$ cat src/rtl/seg_pkg.sv
// Seven-segment constants shared by the display scanner and its decoder.
// Segment order is {g,f,e,d,c,b,a}, active high.
package seg_pkg;

  localparam int BCD_W = 4;

  localparam logic [6:0] SEG_0     = 7'h3F;
  localparam logic [6:0] SEG_1     = 7'h06;
  localparam logic [6:0] SEG_2     = 7'h5B;
  localparam logic [6:0] SEG_3     = 7'h4F;
  localparam logic [6:0] SEG_4     = 7'h66;
  localparam logic [6:0] SEG_5     = 7'h6D;
  localparam logic [6:0] SEG_6     = 7'h7D;
  localparam logic [6:0] SEG_7     = 7'h07;
  localparam logic [6:0] SEG_8     = 7'h7F;
  localparam logic [6:0] SEG_9     = 7'h6F;
  localparam logic [6:0] SEG_DASH  = 7'h40;
  localparam logic [6:0] SEG_BLANK = 7'h00;

endpackage

$ cat src/rtl/bcd_to_seg.sv
// Combinational BCD to seven-segment decoder with a blank override.
// Codes above 9 render as a dash so bad counter outputs stay visible.
module bcd_to_seg
  import seg_pkg::*;
(
  input  logic [BCD_W-1:0] code,
  input  logic             blank,
  output logic [6:0]       seg
);

  always_comb begin
    seg = SEG_DASH;
    if (blank) begin
      seg = SEG_BLANK;
    end else begin
      case (code)
        4'd0:    seg = SEG_0;
        4'd1:    seg = SEG_1;
        4'd2:    seg = SEG_2;
        4'd3:    seg = SEG_3;
        4'd4:    seg = SEG_4;
        4'd5:    seg = SEG_5;
        4'd6:    seg = SEG_6;
        4'd7:    seg = SEG_7;
        4'd8:    seg = SEG_8;
        4'd9:    seg = SEG_9;
        default: seg = SEG_DASH;
      endcase
    end
  end

endmodule

$ cat src/rtl/bcd_display_scanner.sv
// Time-multiplexed seven-segment scanner for a chain of decade counters.
// Digits are snapshotted once per frame so a frame never mixes two counts.
module bcd_display_scanner
  import seg_pkg::*;
#(
  parameter int DIGITS   = 4,
  parameter int SCAN_DIV = 4,
  parameter bit LZB      = 1'b1
) (
  input  logic                      clk,
  input  logic                      rstn,
  input  logic                      en,
  input  logic [BCD_W*DIGITS-1:0]   digits,
  output logic [6:0]                seg,
  output logic [DIGITS-1:0]         an,
  output logic                      frame_done
);

  localparam int CW = $clog2(SCAN_DIV);
  localparam int IW = $clog2(DIGITS);
  localparam logic [CW-1:0] CNT_LAST = CW'(SCAN_DIV - 1);
  localparam logic [IW-1:0] IDX_LAST = IW'(DIGITS - 1);

  logic [CW-1:0]           cnt;
  logic [IW-1:0]           idx;
  logic [IW-1:0]           next_idx;
  logic [BCD_W*DIGITS-1:0] snap;
  logic [BCD_W*DIGITS-1:0] src;
  logic                    step;
  logic                    wrap;
  logic [BCD_W-1:0]        code;
  logic                    blank;
  logic [DIGITS:0]         zero_from;
  logic [DIGITS-1:0]       an_d;
  logic [6:0]              seg_d;

  always_comb begin
    step     = en && (cnt == CNT_LAST);
    next_idx = (idx == IDX_LAST) ? '0 : idx + 1'b1;
    wrap     = (next_idx == '0);
    // On a wrap the incoming digits feed the decoder directly, so the new
    // frame shows on the same edge it is captured.
    src      = wrap ? digits : snap;

    zero_from         = '0;
    zero_from[DIGITS] = 1'b1;
    for (int i = DIGITS - 1; i >= 0; i--) begin
      zero_from[i] = zero_from[i+1] && (src[BCD_W*i +: BCD_W] == '0);
    end

    code  = '0;
    an_d  = '0;
    blank = 1'b0;
    for (int i = 0; i < DIGITS; i++) begin
      if (next_idx == IW'(i)) begin
        code    = src[BCD_W*i +: BCD_W];
        an_d[i] = 1'b1;
        blank   = LZB && (i != 0) && zero_from[i];
      end
    end
  end

  bcd_to_seg u_dec (
    .code  (code),
    .blank (blank),
    .seg   (seg_d)
  );

  always_ff @(posedge clk or negedge rstn) begin
    if (!rstn) begin
      cnt        <= '0;
      idx        <= IDX_LAST;
      snap       <= '0;
      seg        <= SEG_BLANK;
      an         <= '0;
      frame_done <= 1'b0;
    end else begin
      frame_done <= 1'b0;
      if (step) begin
        cnt <= '0;
        idx <= next_idx;
        an  <= an_d;
        seg <= seg_d;
        if (wrap) begin
          snap       <= digits;
          frame_done <= 1'b1;
        end
      end else if (en) begin
        cnt <= cnt + 1'b1;
      end
    end
  end

endmodule

$ cat config.mk
export PLATFORM = sky130hd
export DESIGN_NAME = bcd_display_scanner
export DESIGN_NICKNAME = d
export VERILOG_FILES = /design/src/rtl/seg_pkg.sv /design/src/rtl/bcd_to_seg.sv /design/src/rtl/bcd_display_scanner.sv
export SDC_FILE = /design/constraint.sdc
export NUM_CORES = 1
export LEC_CHECK = 0
export BUFFER_PORTS_ARGS = -buffer_cell sky130_fd_sc_hd__buf_2
export CORE_MARGIN = 3
export CORE_UTILIZATION = 45
export CTS_BUF_LIST = sky130_fd_sc_hd__clkbuf_4 sky130_fd_sc_hd__clkbuf_8
export CTS_CLUSTER_SIZE = 24
export DETAILED_ROUTE_END_ITERATION = 10
export PLACE_DENSITY = 0.66
export SLEW_MARGIN = 20
export SYNTH_ARGS = -nofsm -noshare
export SYNTH_HDL_FRONTEND = slang
export SYNTH_SLANG_ARGS = --single-unit
$ cat constraint.sdc
create_clock -name clk -period 4.1 [get_ports clk]
set_input_delay 0.82 -clock clk [delete_from_list [all_inputs] [get_ports clk]]
set_output_delay 0.82 -clock clk [all_outputs]
set_load 0.02 [all_outputs]
# Word-level counts from Yosys, hierarchy flattened
# Memory sizes are Yosys's and may differ from the RTL's.
# Index checks and enable logic that the tools add are counted.
dict set report totals {
  reg_bits 32
  romBits 112
  in_bits 19
  output_inout_bits 12
  wordCells 39
  mem_count 1
}
dict set report op_classes {
  addsub 2
  n_eq_ne 5
  n_mux 17
  n_reduce_logical 8
}
# memory depth word_bits rd rd_ports_with_merged_regs wr line
set memory_table {}
lappend memory_table {{(name not given)} 16 7 1 0 0 bcd_to_seg.sv:16} ;# case (code)
# cell n
set op_table {}
lappend op_table {{16-bit 2-to-1 mux} 1}
lappend op_table {{4-bit 2-to-1 mux} 4}
lappend op_table {{4-bit zero test} 3}
lappend op_table {{2-bit == test, second input constant} 4}
lappend op_table {{1-bit 2-to-1 mux} 8}
lappend op_table {{7-bit 2-to-1 mux} 1}
lappend op_table {{2-bit 2-to-1 mux} 3}
lappend op_table {{2-bit by 1-bit adder with 2-bit output, second input constant} 2}
lappend op_table {{1-bit logical AND} 3}
lappend op_table {{2-bit by 1-bit == test with 1-bit output, second input constant} 1}
lappend op_table {{2-bit zero test} 1}
lappend op_table {{2-bit nonzero test} 1}

# Logic depth before layout (Yosys ltp)
# Gate-level depths: netlist of run 1.
dict set report depth {
  word_depth 11
  ltp_mapped 11
  depth_no_buf 10
}

# By module
# From an unflattened synthesis of run 1, not the netlist that was laid out.
dict set report hier_totals {
  hier_cells 153
  hier_area_um2 1670.4
}
# mod instances cells_per_inst area_each_um2 seq_area_each_um2
set by_module_without_submodules {}
lappend by_module_without_submodules {bcd_display_scanner 1 119 1460.2 703.2}
lappend by_module_without_submodules {bcd_to_seg 1 34 210.2 0.0}

# Least setup slack after synthesis of run 1
# OpenSTA, ideal clock, no wires.
dict set report synth_path {
  path_kind {reg-to-reg}
  from {register idx[0]}
  to {register seg[5]}
  setup_time_ps 76
  arrival_time_ps 2358
  t_required_ps 4024
  setup_slack_ps 1665
  stages_incl_launch_ff 11
  n_path_buf 1
  period_less_slack_ps 2435
  cell_sequence {dfstp_2 > inv_1 > ha_1 > buf_6 > mux2_4 > a221o_1 > nand2_1 > inv_1 > ha_1 > o311a_1 > o21ai_1}
}
dict set report synth_via {
  elab_chain_cells 11
  elab_cells_between_ends 22
  classes_between {1 x add/sub; 4 x eq/ne; 10 x mux; 6 x reduce/logical; 1 x memory}
}
# item line
set synth_rtl {}
lappend synth_rtl {{start, declared} bcd_display_scanner.sv:25} ;# logic [IW-1:0] idx;
lappend synth_rtl {{start signal, assigned} bcd_display_scanner.sv:81} ;# idx <= next_idx;
lappend synth_rtl {{2-bit by 1-bit adder with 2-bit output / 2-bit == test (equally long branches)} bcd_display_scanner.sv:39} ;# next_idx = (idx == IDX_LAST) ? '0 : idx + 1'b1;
lappend synth_rtl {{2-bit 2-to-1 mux (*)} bcd_display_scanner.sv:39}
lappend synth_rtl {{parallel branches: the longest is 8 deep, another holds memory 16 x 7 bit} -}
lappend synth_rtl {{7-bit 2-to-1 mux (*)} bcd_to_seg.sv:13} ;# if (blank) begin
lappend synth_rtl {{end signal, assigned} bcd_display_scanner.sv:83} ;# seg <= seg_d;
lappend synth_rtl {{end, declared} bcd_display_scanner.sv:14} ;# output logic [6:0] seg,
# Mark *: on every way between the ends.
# A chain may end at the register's enable or synchronous reset.

# Final worst setup path of run 1
# Ends and elaborated chain as after synthesis.

==> results of run 1 <==
-- synthesized netlist by cell type (all sizes together), types with 3 or more instances --
cell / count
dfrtp: 26
mux2: 20
ha: 12
nand2: 12
o21ai: 9
inv: 8
mux2i: 8
nor2: 6
a21oi: 4
a22oi: 4
buf: 4
nand3: 4
nor3: 4
a221o: 3
a221oi: 3
nor4: 3
-- sequential cells by signal, summed over array words and instances (netlist names) --
name and count:
seg 7, idx 2, cnt 2, frame_done 1
an 4, snap 12
-- stage by stage --
stage / setup WS (ps) / utilization / cells / hold WS (ps) / power (µW)
2_1_floorplan: 1670 / - / 155 / 485 / 1390
3_3_place_gp: 1270 / 0.520 / 227 / 459 / 1560
3_5_place_dp: 1180 / 0.520 / 227 / 461 / 1610
4_1_cts: 1140 / 0.539 / 231 / 485 / 1830
5_1_grt: 919 / 0.539 / 231 / 494 / 2000
6_report: 1170 / 0.539 / 231 / 478 / 1820
-- path summary, 6_finish.rpt --
kind	startpoint	to	slack, ps	depth (start not counted)
hold reg to reg	an[0]$_DFFE_PN0P_	an[0]$_DFFE_PN0P_	480	2
setup / recovery	idx[0]$_DFFE_PN1P_	seg[5]$_DFFE_PN0P_	1170	8
hold / removal	an[0]$_DFFE_PN0P_	an[0]$_DFFE_PN0P_	480	2
setup reg to reg	idx[0]$_DFFE_PN1P_	seg[5]$_DFFE_PN0P_	1170	8
max in group asynchronous	rstn	an[2]$_DFFE_PN0P_	3150	1
min in group asynchronous	rstn	frame_done$_DFF_PN0_	540	1
-- layout by cell type, fill, tap and decap left out, drive strengths merged --
cell type  instances
a211o              1
a211oi             2
a21o               2
a21oi              4
a221o              3
a221oi             3
a22o               2
a22oi              4
a2bb2oi            1
a31oi              2
a32o               1
buf               30
bufinv             1
clkbuf             3
dfrtp             26
dfstp              2
ha                12
inv                8
mux2              20
mux2i              8
nand2             12
nand3              4
nor2               6
nor2b              2
nor3               4
nor3b              2
nor4               3
nor4b              1
o211a              1
o21ai              9
o22ai              1
o311a              1
or2                2
-- layer usage --
layer | up-vias | GRT usage
met3 | 8 | 0.0389
met1 | 612 | 0.219
met2 | 25 | 0.294
met4 | 0 | 0.0535
li1 | 629 | -
met5 | - | 0
-- tightest hold or removal path, delay by kind of cell, from the launching register on --
kind	cells	cell delay, ps
flops	1	350
simple gates	2	100
-- kinds of logic (layout without fill, tap and decap cells) --
| logic type | after synthesis | after routing | synth area share |
|---|---|---|---|
| AND/OR/NAND/NOR | 36 | 36 | 0.109 |
| AO/OA/AOI/OAI | 37 | 37 | 0.184 |
| buffers and inverters | 14 | 42 | 0.0452 |
| flip-flops | 28 | 28 | 0.397 |
| multiplexers | 28 | 28 | 0.181 |
| adder cells (fa/ha/maj) | 12 | 12 | 0.0847 |
-- final cells by class --
class,instances,area [µm²],area share
Inverter,8,30.0,0.0150
Sequential cell,28,703,0.351
Tap cell,48,60.1,0.0300
Clock inverter,1,30.0,0.0150
Timing Repair Buffer,30,150,0.0749
Clock buffer,3,41.3,0.0206
Multi-Input combinational cell,113,990,0.494
-- power breakdown --
part	switching (µW)	internal, µW
Sequential	88.4	408
Clock	87.2	131
Combinational	615	493
==> results.md, run 1 <==
* I/O pins at 31
* Startpoint Class: flip-flop
* Met3 wire length at 139 µm
* Setup repair after global routing missed its margin: false
* Area delta synth->final at 13.1%
* CP Max Fanout at 18
* Slew HR at 0.371
* DR top layer: met4
* Post-synthesis area per instance at approximately 11 µm²
* Peak Freq at 341 MHz
* Post-Route WL at approximately 3.4 mm
* WL met1 at 1.57 mm
* Seq/Total Area, Yosys at 0.397
* Iter 0 DRT Violations at 103
* WP data required at 4310 ps
* Grt ovf at 0
* Crit path cell chain: ha_1 -> nor2b_4 -> a221o_1 -> nand2_1 -> inv_1 -> ha_1 -> o311a_1 -> o21ai_1
* Setup Buffers After CTS at 0
* Slew at the pin with the worst max-slew slack at between 900 and 1000 ps
* Cell mode on critical path: ha_1
* Slew Limit Fails at 0
* Synthesized Nets at 186
* Post-synth EDFFs at 0
* Seq cells post-synth at 28
* Cell taking the most area after synthesis: dfrtp_1
* TNS Setup at 0 ps
* Total GRT Usage at 0.173
* Gate Count Post-Synth at 155
* Core ar. at around 0.0037 mm²
* Yosys cell types at 47
* Share of post-route cells with drive strength above 1 at 0.388
* CTS Root Cell: clkbuf_8
* Netlist Area Pre-Place at 0.00177 mm²
* Initial antenna violation count at 0
* Synth async-reset ratio at 1.00
* WL met2 at roughly 1.7 mm
* Area share of the leading cell type in the synthesized netlist at 0.367
* CTS H-tree lvls at 1
* CTS buffer count at 3
* Die height at just under 70 µm
* DP Area at 0.00193 mm²
* Kind of critical path: flip-flop to flip-flop
* Finished layout cell area at 0.00200 mm²
* WL/cell at 14.9 µm
* Number of hold violations in the final report at 0
* Port bufs at 30
* TritonCTS clock tree: built
* First-pass GRT wire length at 6.10 mm
* Worst vdd ir at 0.000371 V
* Die width at 68.8 µm
* Max Root-Sink Buffers at 2
* Tmin final at about 3000 ps
* Worst-path clk slew at ~100 ps
* 1st-pass router iterations at 4
* Main synth FF type: dfrtp_1
* GP Congestion at 0.831
* CP arrival at 3150 ps
* ANT nets after route at 0
* Vias in the first global route at 1329
* Largest cells by area after synthesis: dfrtp_1 37%, mux2_2 10%, ha_1 8.5%
* Count of cells resized by post-cts repair at 0
* Worst clock skew at 4.70 ps
* Status: completed
* # Max-Cap Violations at 0
* Cts hold-fix bufs at 0
* Clk sink count at 28
* Filler cells at 353
* Crit path max-delay cell type: ha_1
* CP delay by family, top: adder cells
* Hold/Removal Path Class: flip-flop to flip-flop
* Worst path buffer plus inverter count at 1
* Final setup fails at 0
* Period utilization at 0.715
* Via count at 1274
* Leakage power at just under 0.001 µW
* Largest net degree at the start of global routing at 29
* Clock Latency Late Sink at 280 ps
* CP Capture Type: flip-flop
* Final HPWL DP at 2.73 mm
* PD cells at 909 mW/mm²
* Crit path largest cell delay at just under 800 ps
* Antenna diodes at 0
* Num rows at 22
* Total number of yosys warnings at 0
* Vias per cell at 5.52
* Initial Utilization at 0.477
* Nets@finish at 215
* Die area at 0.00473 mm²
* DRC viols at 0
No activity file was read; power rests on OpenSTA's default activity.
==> inputs of run 2 (changes only) <==
--- a/config.mk
+++ b/config.mk
@@ -11,7 +11,7 @@
 export CTS_BUF_LIST = sky130_fd_sc_hd__clkbuf_4 sky130_fd_sc_hd__clkbuf_8
 export CTS_CLUSTER_SIZE = 24
 export DETAILED_ROUTE_END_ITERATION = 10
-export PLACE_DENSITY = 0.66
+export PLACE_DENSITY = 0.69
 export SLEW_MARGIN = 20
 export SYNTH_ARGS = -nofsm -noshare
 export SYNTH_HDL_FRONTEND = slang
==> constraint.sdc (replaced) <==
create_clock -name clk -period 2.5 [get_ports clk]
set_input_delay 0.5 -clock clk [delete_from_list [all_inputs] [get_ports clk]]
set_output_delay 0.5 -clock clk [all_outputs]
set_load 0.02 [all_outputs]
==> results.md, run 2 (synthesized netlist as in run 1, its figures left out) <==
* Kind of critical path: flip-flop to flip-flop (unchanged)
* Most common cell after layout, fill and taps aside: buf_2 (unchanged)
* CP Capture Type: flip-flop (unchanged)
* WL/cell at 15.1 µm (was 14.9 µm)
* Slew at the pin with the worst max-slew slack at 612 ps (was 944 ps)
* Number of flip-flops in the largest register at 12 (unchanged)
* ANT nets after route at 0 (unchanged)
* CP Max Fanout at 5 (was 18)
* # Max-Cap Violations at 0 (unchanged)
* DRC viols at 0 (unchanged)
* Startpoint Class: flip-flop (unchanged)
* Share of post-route cells with drive strength above 1 at 0.475 (was 0.388)
* Tmin final at 2370 ps (was 2930 ps)
* Hold/Removal Path Class: primary input to async pin (was flip-flop to flip-flop)
* Most frequent cells in the layout: 30 x buf_2, 26 x dfrtp_1, 16 x mux2_2 (unchanged)
* Post-route insts no fill at 246 (was 231)
* Die height at 68.8 µm (unchanged)
* Slew Limit Fails at 0 (unchanged)
* CP delay by family, top: compound AO/OA/AOI/OAI gates (was adder cells)
* Crit path cell chain: inv_2 -> ha_4 -> mux2_4 -> a221o_1 -> nand2_2 -> ha_1 -> inv_1 -> nand3_1 -> a21oi_1 -> o21ai_1 (was ha_1 -> nor2b_4 -> a221o_1 -> nand2_1 -> inv_1 -> ha_1 -> o311a_1 -> o21ai_1)
* WP data required at 2660 ps (was 4310 ps)
* CTS H-tree lvls at 1 (unchanged)
* Clock Latency Late Sink at 280 ps (about the same)
* Grt ovf at 0 (unchanged)
* First-pass GRT wire length at 6.11 mm (was 6.10 mm)
* Vias per cell at 5.56 (was 5.52)
* Top flop regs: snap (12), seg (7), an (4) (unchanged)
* Peak Freq at 421 MHz (was 341 MHz)
* Filler cells at 324 (was 353)
* Status: completed (unchanged)
* Max Root-Sink Buffers at 2 (unchanged)
* Placed cells at 232 (was 227)
* Final HPWL DP at 2.88 mm (was 2.73 mm)
* Slew HR at 0.592 (was 0.371)
* Via count at 1368 (was 1274)
* Top reg by flops: snap (unchanged)
* Crit path max-delay cell type: dfstp_2 (was ha_1)
* Total GRT Usage at 0.170 (was 0.173)
* PD cells at 1520 mW/mm² (was 909 mW/mm²)
* Finished layout cell area at 0.00215 mm² (was 0.00200 mm²)
* Area delta synth->final at 21.4% (was 13.1%)
* Worst-path clk slew at 100 ps (about the same)
* I/O pins at 31 (unchanged)
* TritonCTS clock tree: built (unchanged)
* CTS buffer count at 3 (unchanged)
* 1st-pass router iterations at 4 (unchanged)
* Number of hold violations in the final report at 0 (unchanged)
* Die area at 0.00473 mm² (unchanged)
* Die width at 68.8 µm (unchanged)
* Worst reg2reg setup slack at 130 ps (was 1170 ps)
* Leakage power at 0.00104 µW (was 0.000970 µW)
* Nets@finish at 230 (was 215)
* Cts hold-fix bufs at 0 (unchanged)
* Crit path largest cell delay at 590 ps (was 790 ps)
* Num rows at 22 (unchanged)
* Initial antenna violation count at 0 (unchanged)
* Largest net degree at the start of global routing at 29 (unchanged)
* CP arrival at 2530 ps (was 3150 ps)
* Iter 0 DRT Violations at 49 (was 103)
* CTS Root Cell: clkbuf_8 (unchanged)
* Clk sink count at 28 (unchanged)
* Port bufs at 30 (unchanged)
* GP Congestion at 0.860 (was 0.831)
* Vias in the first global route at 1362 (was 1329)
* Worst path buffer plus inverter count at 2 (was 1)
* Worst clock skew at 11.8 ps (was 4.70 ps)
* Final setup fails at 0 (unchanged)
* Period utilization at 0.950 (was 0.715)
* Initial Utilization at 0.477 (unchanged)
* DP Area at 0.00198 mm² (was 0.00193 mm²)
* Post-Route WL at 3.71 mm (was 3.45 mm)
* Worst vdd ir at 0.000726 V (was 0.000371 V)
* Core ar. at 0.00372 mm² (unchanged)
* Antenna diodes at 0 (unchanged)
## run 2: cell types whose count changed in the layout (fill, tap and decap cells not counted), sizes merged
cell | before | now
buf | 30 | 45
## run 2: report_power, final
| group | switching (µW) | internal, µW |
|---|---|---|
| logic | 1080 | 1000 |
| clock network | 143 | 215 |
| registers | 152 | 669 |
## run 2: path summary, 6_finish.rpt
check	from	to	cells past startpoint
max in group asynchronous	rstn	snap[6]$_DFFE_PN0P_	1
max	idx[1]$_DFFE_PN1P_	seg[3]$_DFFE_PN0P_	10
max reg2reg	idx[1]$_DFFE_PN1P_	seg[3]$_DFFE_PN0P_	10
min in group clk	digits[13]	snap[13]$_DFFE_PN0P_	2
min reg2reg	seg[3]$_DFFE_PN0P_	seg[3]$_DFFE_PN0P_	2
min	rstn	an[0]$_DFFE_PN0P_	1
## run 2: metrics by stage
stage	power, µW	utilization	hold WS, ps	setup slack (ps)	TNS (ps)
floorplan	2270	-	204	65.4	0
global placement	2610	0.534	455	69.9	0
detailed placement	2710	0.534	471	-22.2	-26.9
CTS	3120	0.560	242	19.8	0
global route	3530	0.579	260	-14.1	-14.1
finish	3260	0.579	217	126	0
## run 2: timing repair
action	4_1_cts	5_1_grt
endpoints found under the setup margin	2	4
setup buffers	3	7
endpoints found under the hold margin	0	0
pin swaps	0	5
gates resized for setup	1	8
## run 2: worst reg2reg max path, stage by stage (launching register included)
cell and delay [ps]:
dfstp_2 590, inv_2 70, ha_4 170, mux2_4 290, a221o_1 360, nand2_2 120
ha_1 240, inv_1 80, nand3_1 70, a21oi_1 180, o21ai_1 70
## run 2: layer usage
layer  part of all wire  up-vias  global-route usage  routed length, µm
li1                   -      661                   -                  -
met1               0.46      667               0.223               1700
met2               0.48       32               0.286               1790
met3              0.045        8              0.0259                167
met4              0.015        0              0.0511                 55
met5                  0        -                   0                  0
## run 2: cell type report
cell class / count / area (µm²) / area share
well taps: 48 / 60.1 / 0.0279
flip-flops and latches: 28 / 703 / 0.327
clock inverters: 1 / 30.0 / 0.0140
repair buffers: 45 / 275 / 0.128
inverters: 8 / 30.0 / 0.0140
clock buffers: 3 / 41.3 / 0.0192
multi-input cells: 113 / 1010 / 0.470
==> inputs of run 3 (changes only) <==
--- a/config.mk
+++ b/config.mk
@@ -5,6 +5,7 @@
 export SDC_FILE = /design/constraint.sdc
 export NUM_CORES = 1
 export LEC_CHECK = 0
+export ABC_AREA = 1
 export BUFFER_PORTS_ARGS = -buffer_cell sky130_fd_sc_hd__buf_2
 export CORE_MARGIN = 3
 export CORE_UTILIZATION = 45
==> results.md, run 3 <==
* Status: completed (unchanged)
* Crit path largest cell delay at 580 ps (was 590 ps)
* First-pass GRT wire length at 6.27 mm (was 6.11 mm)
* Area delta synth->final at 15.8% (was 21.4%)
* Post-Route WL at 3.53 mm (was 3.71 mm)
* Tmin final at 2200 ps (was 2370 ps)
* Worst vdd ir at 0.000619 V (was 0.000726 V)
* Crit path max-delay cell type: dfstp_2 (unchanged)
* Worst reg2reg setup slack at 300 ps (was 130 ps)
* Seq cells post-synth at 28 (unchanged)
* CTS H-tree lvls at 1 (unchanged)
* WP data required at 2740 ps (was 2660 ps)
* Number of flip-flops in the largest register at 12 (unchanged)
* Clock power frac at 0.132 (was 0.110)
* RR Endpoint: seg[5]$_DFFE_PN0P_ (was seg[3]$_DFFE_PN0P_)
* Leakage power at 0.00113 µW (was 0.00104 µW)
* TNS Setup at 0 ps (unchanged)
* Antenna diodes at 0 (unchanged)
* Post-synthesis area per instance at 7.14 µm² (was 11.4 µm²)
* Die area at 0.00462 mm² (was 0.00473 mm²)
* Most common library cells after synthesis: 96 x nand2_1, 26 x dfrtp_1, 24 x inv_1, 21 x nand3_1, 17 x nor2_1 (was 26 x dfrtp_1, 16 x mux2_2, 12 x ha_1, 12 x nand2_1, 8 x mux2i_1)
* GP Congestion at 0.916 (was 0.860)
* Final setup margin at 302 ps (was 126 ps)
* CP Max Fanout at 10 (was 5)
* Top flop regs: snap (12), seg (7), an (4) (unchanged)
* Largest net degree at the start of global routing at 29 (unchanged)
* Initial antenna violation count at 0 (unchanged)
* DRC viols at 0 (unchanged)
* PD cells at 1390 mW/mm² (was 1520 mW/mm²)
* Max Root-Sink Buffers at 2 (unchanged)
* Area share of the leading cell type in the synthesized netlist at 0.377 (was 0.367)
* Sw frac at 0.473 (was 0.421)
* Most frequent cells in the layout: 96 x nand2_1, 30 x buf_2, 26 x dfrtp_1 (was 30 x buf_2, 26 x dfrtp_1, 16 x mux2_2)
* Cell taking the most area after synthesis: dfrtp_1 (unchanged)
* Filler cells at 365 (was 324)
* Total number of yosys warnings at 0 (unchanged)
* CP Capture Type: flip-flop (unchanged)
* Yosys cell types at 25 (was 47)
* Cts hold-fix bufs at 0 (unchanged)
* Int Pwr at 1460 µW (was 1890 µW)
* Cell with the most instances after synthesis: nand2_1 (was dfrtp_1)
* Gate Count Post-Synth at 242 (was 155)
* ANT nets after route at 0 (unchanged)
* Post-synth EDFFs at 0 (unchanged)
* Critical R2R Launch: idx[0]$_DFFE_PN1P_ (was idx[1]$_DFFE_PN1P_)
* Area of the multi-input gates at 880 µm² (was 0.00101 mm²)
* Most common cell after layout, fill and taps aside: nand2_1 (was buf_2)
* Worst-path clk slew at 100 ps (about the same)
* Iter 0 DRT Violations at 91 (was 49)
* Period utilization at 0.879 (was 0.950)
* Startpoint Class: flip-flop (unchanged)
* Top reg by flops: snap (unchanged)
* Crit path cell chain: ha_1 -> inv_2 -> nand2_1 -> nand2_1 -> nand2_1 -> nand2_1 -> a21oi_2 -> inv_1 -> ha_1 -> inv_1 -> nand2_1 -> nand3_1 -> nand3_1 -> nand2_1 (was inv_2 -> ha_4 -> mux2_4 -> a221o_1 -> nand2_2 -> ha_1 -> inv_1 -> nand3_1 -> a21oi_1 -> o21ai_1)
* Total GRT Usage at 0.178 (was 0.170)
* Cell mode on critical path: nand2_1
* Initial Utilization at 0.491 (was 0.477)
* Seq/Total Area, Yosys at 0.407 (was 0.397)
* Port bufs at 30 (unchanged)
* Sequential power share at 0.280 (was 0.252)
* Hold/Removal Path Class: primary input to async pin (unchanged)
* Netlist Area Pre-Place at 0.00173 mm² (was 0.00177 mm²)
* Pre-CTS WS at 305 ps (was -22.2 ps)
* Num rows at 21 (was 22)
* Setup Buffers After CTS at 0 (was 3)
* Switching power at 1320 µW (was 1380 µW)
* Kind of critical path: flip-flop to flip-flop (unchanged)
* Main synth FF type: dfrtp_1 (unchanged)
* Final setup fails at 0 (unchanged)
* Core ar. at 0.00352 mm² (was 0.00372 mm²)
* 1st-pass router iterations at 4 (unchanged)
* End point of the critical path: seg[5]$_DFFE_PN0P_ (was seg[3]$_DFFE_PN0P_)
* Largest cells by area after synthesis: dfrtp_1 38%, nand2_1 21%, ha_1 8.7% (was dfrtp_1 37%, mux2_2 10%, ha_1 8.5%)
* Grt ovf at 0 (unchanged)
* Clock Latency Late Sink at 290 ps (was 280 ps)
* # Max-Cap Violations at 0 (unchanged)
* Vias per cell at 4.81 (was 5.56)
* Die height at 68.0 µm (was 68.8 µm)
* Slew Limit Fails at 0 (unchanged)
* Slew at the pin with the worst max-slew slack at 621 ps (was 612 ps)
* Slew HR at 0.586 (was 0.592)
* I/O pins at 31 (unchanged)
* Die width at 68.0 µm (was 68.8 µm)
* TritonCTS clock tree: built (unchanged)
* Vias in the first global route at 1411 (was 1362)
* WL/cell at 11.1 µm (was 15.1 µm)
* Count of cells resized by post-cts repair at 0 (was 1)
* Synthesized Nets at 273 (was 186)
* Reg area at 703 µm² (unchanged)
* Peak Freq at 455 MHz (was 421 MHz)
* CTS buffer count at 3 (unchanged)
* Via count at 1533 (was 1368)
* Number of hold violations in the final report at 0 (unchanged)
* CP startpoint: idx[0]$_DFFE_PN1P_ (was idx[1]$_DFFE_PN1P_)
* Nets@finish at 305 (was 230)
* Clk sink count at 28 (unchanged)
* Final HPWL DP at 2.73 mm (was 2.88 mm)
* Worst clock skew at 9.03 ps (was 11.8 ps)
* CP arrival at 2430 ps (was 2530 ps)
* Worst Reg-to-Reg Cells at 14 (was 10)
* Comb power frac at 0.588 (was 0.639)
* Setup repair after global routing missed its margin: false
* Share of post-route cells with drive strength above 1 at 0.198 (was 0.475)
* Synth async-reset ratio at 1.00 (unchanged)
* CTS Root Cell: clkbuf_8 (unchanged)
==> run 3: cell type report <==
cell class,instances,area share
Clock buffer,3,0.0206
Timing Repair Buffer,35,0.0938
Tap cell,46,0.0288
Inverter,27,0.0507
Multi-Input combinational cell,179,0.440
Sequential cell,28,0.351
Clock inverter,1,0.0150
==> run 3: worst min-delay path by stage <==
stage / start / end / slack (ps) / depth (start not counted)
final: rstn / cnt[0]$_DFFE_PN0P_ / 210 / 1
after global routing: rstn / cnt[0]$_DFFE_PN0P_ / 260 / 1
after CTS: rstn / cnt[0]$_DFFE_PN0P_ / 240 / 1
after detailed placement: snap[9]$_DFFE_PN0P_ / snap[9]$_DFFE_PN0P_ / 460 / 2
after global placement: snap[9]$_DFFE_PN0P_ / snap[9]$_DFFE_PN0P_ / 460 / 2
after floorplan: rstn / an[0]$_DFFE_PN0P_ / 200 / 0
==> run 3: power by group through the flow <==
| stage | logic [µW] | clock network [µW] | registers [µW] |
|---|---|---|---|
| floorplan | 1170 | 0 | 889 |
| global placement | 1630 | 0 | 784 |
| detailed placement | 1640 | 0 | 789 |
| CTS | 1650 | 373 | 782 |
| global route | 1940 | 388 | 809 |
| finish | 1640 | 366 | 779 |
==> run 3: metrics by stage <==
step                      power [µW]  hold WS (ps)  std cells  cell area [µm²]   util
after detailed placement        2430           459        315             1930  0.548
after CTS                       2810           244        319             2000  0.568
after global placement          2420           456        315             1930  0.548
after floorplan                 2060           204        242             1730      -
after global routing            3130           256        319             2000  0.568
final                           2780           212        319             2000  0.568
==> run 3: cell families (layout without fill, tap and decap cells) <==
family	count (synthesis)	count (layout)	synth area share
compound gates	22	22	0.0702
fa+ha+maj	12	12	0.0869
buf+inv	35	66	0.0840
flops	28	28	0.407
mux	1	1	0.00652
simple gates	144	144	0.345
==> run 3: layer usage <==
layer	GRT usage	vias up	wire length (µm)
met4	0.0372	0	45
met1	0.235	682	1710
met5	0	-	0
met2	0.295	36	1600
met3	0.0427	7	175
li1	-	808	-
==> run 3: critical path: cells and delay by family, from the launching register on <==
kind / cells / cell delay (ps)
AND/OR/NAND/NOR: 8 / 580
flip-flops: 1 / 580
adder cells (fa/ha/maj): 2 / 400
buffers and inverters: 3 / 290
AO/OA/AOI/OAI: 1 / 280
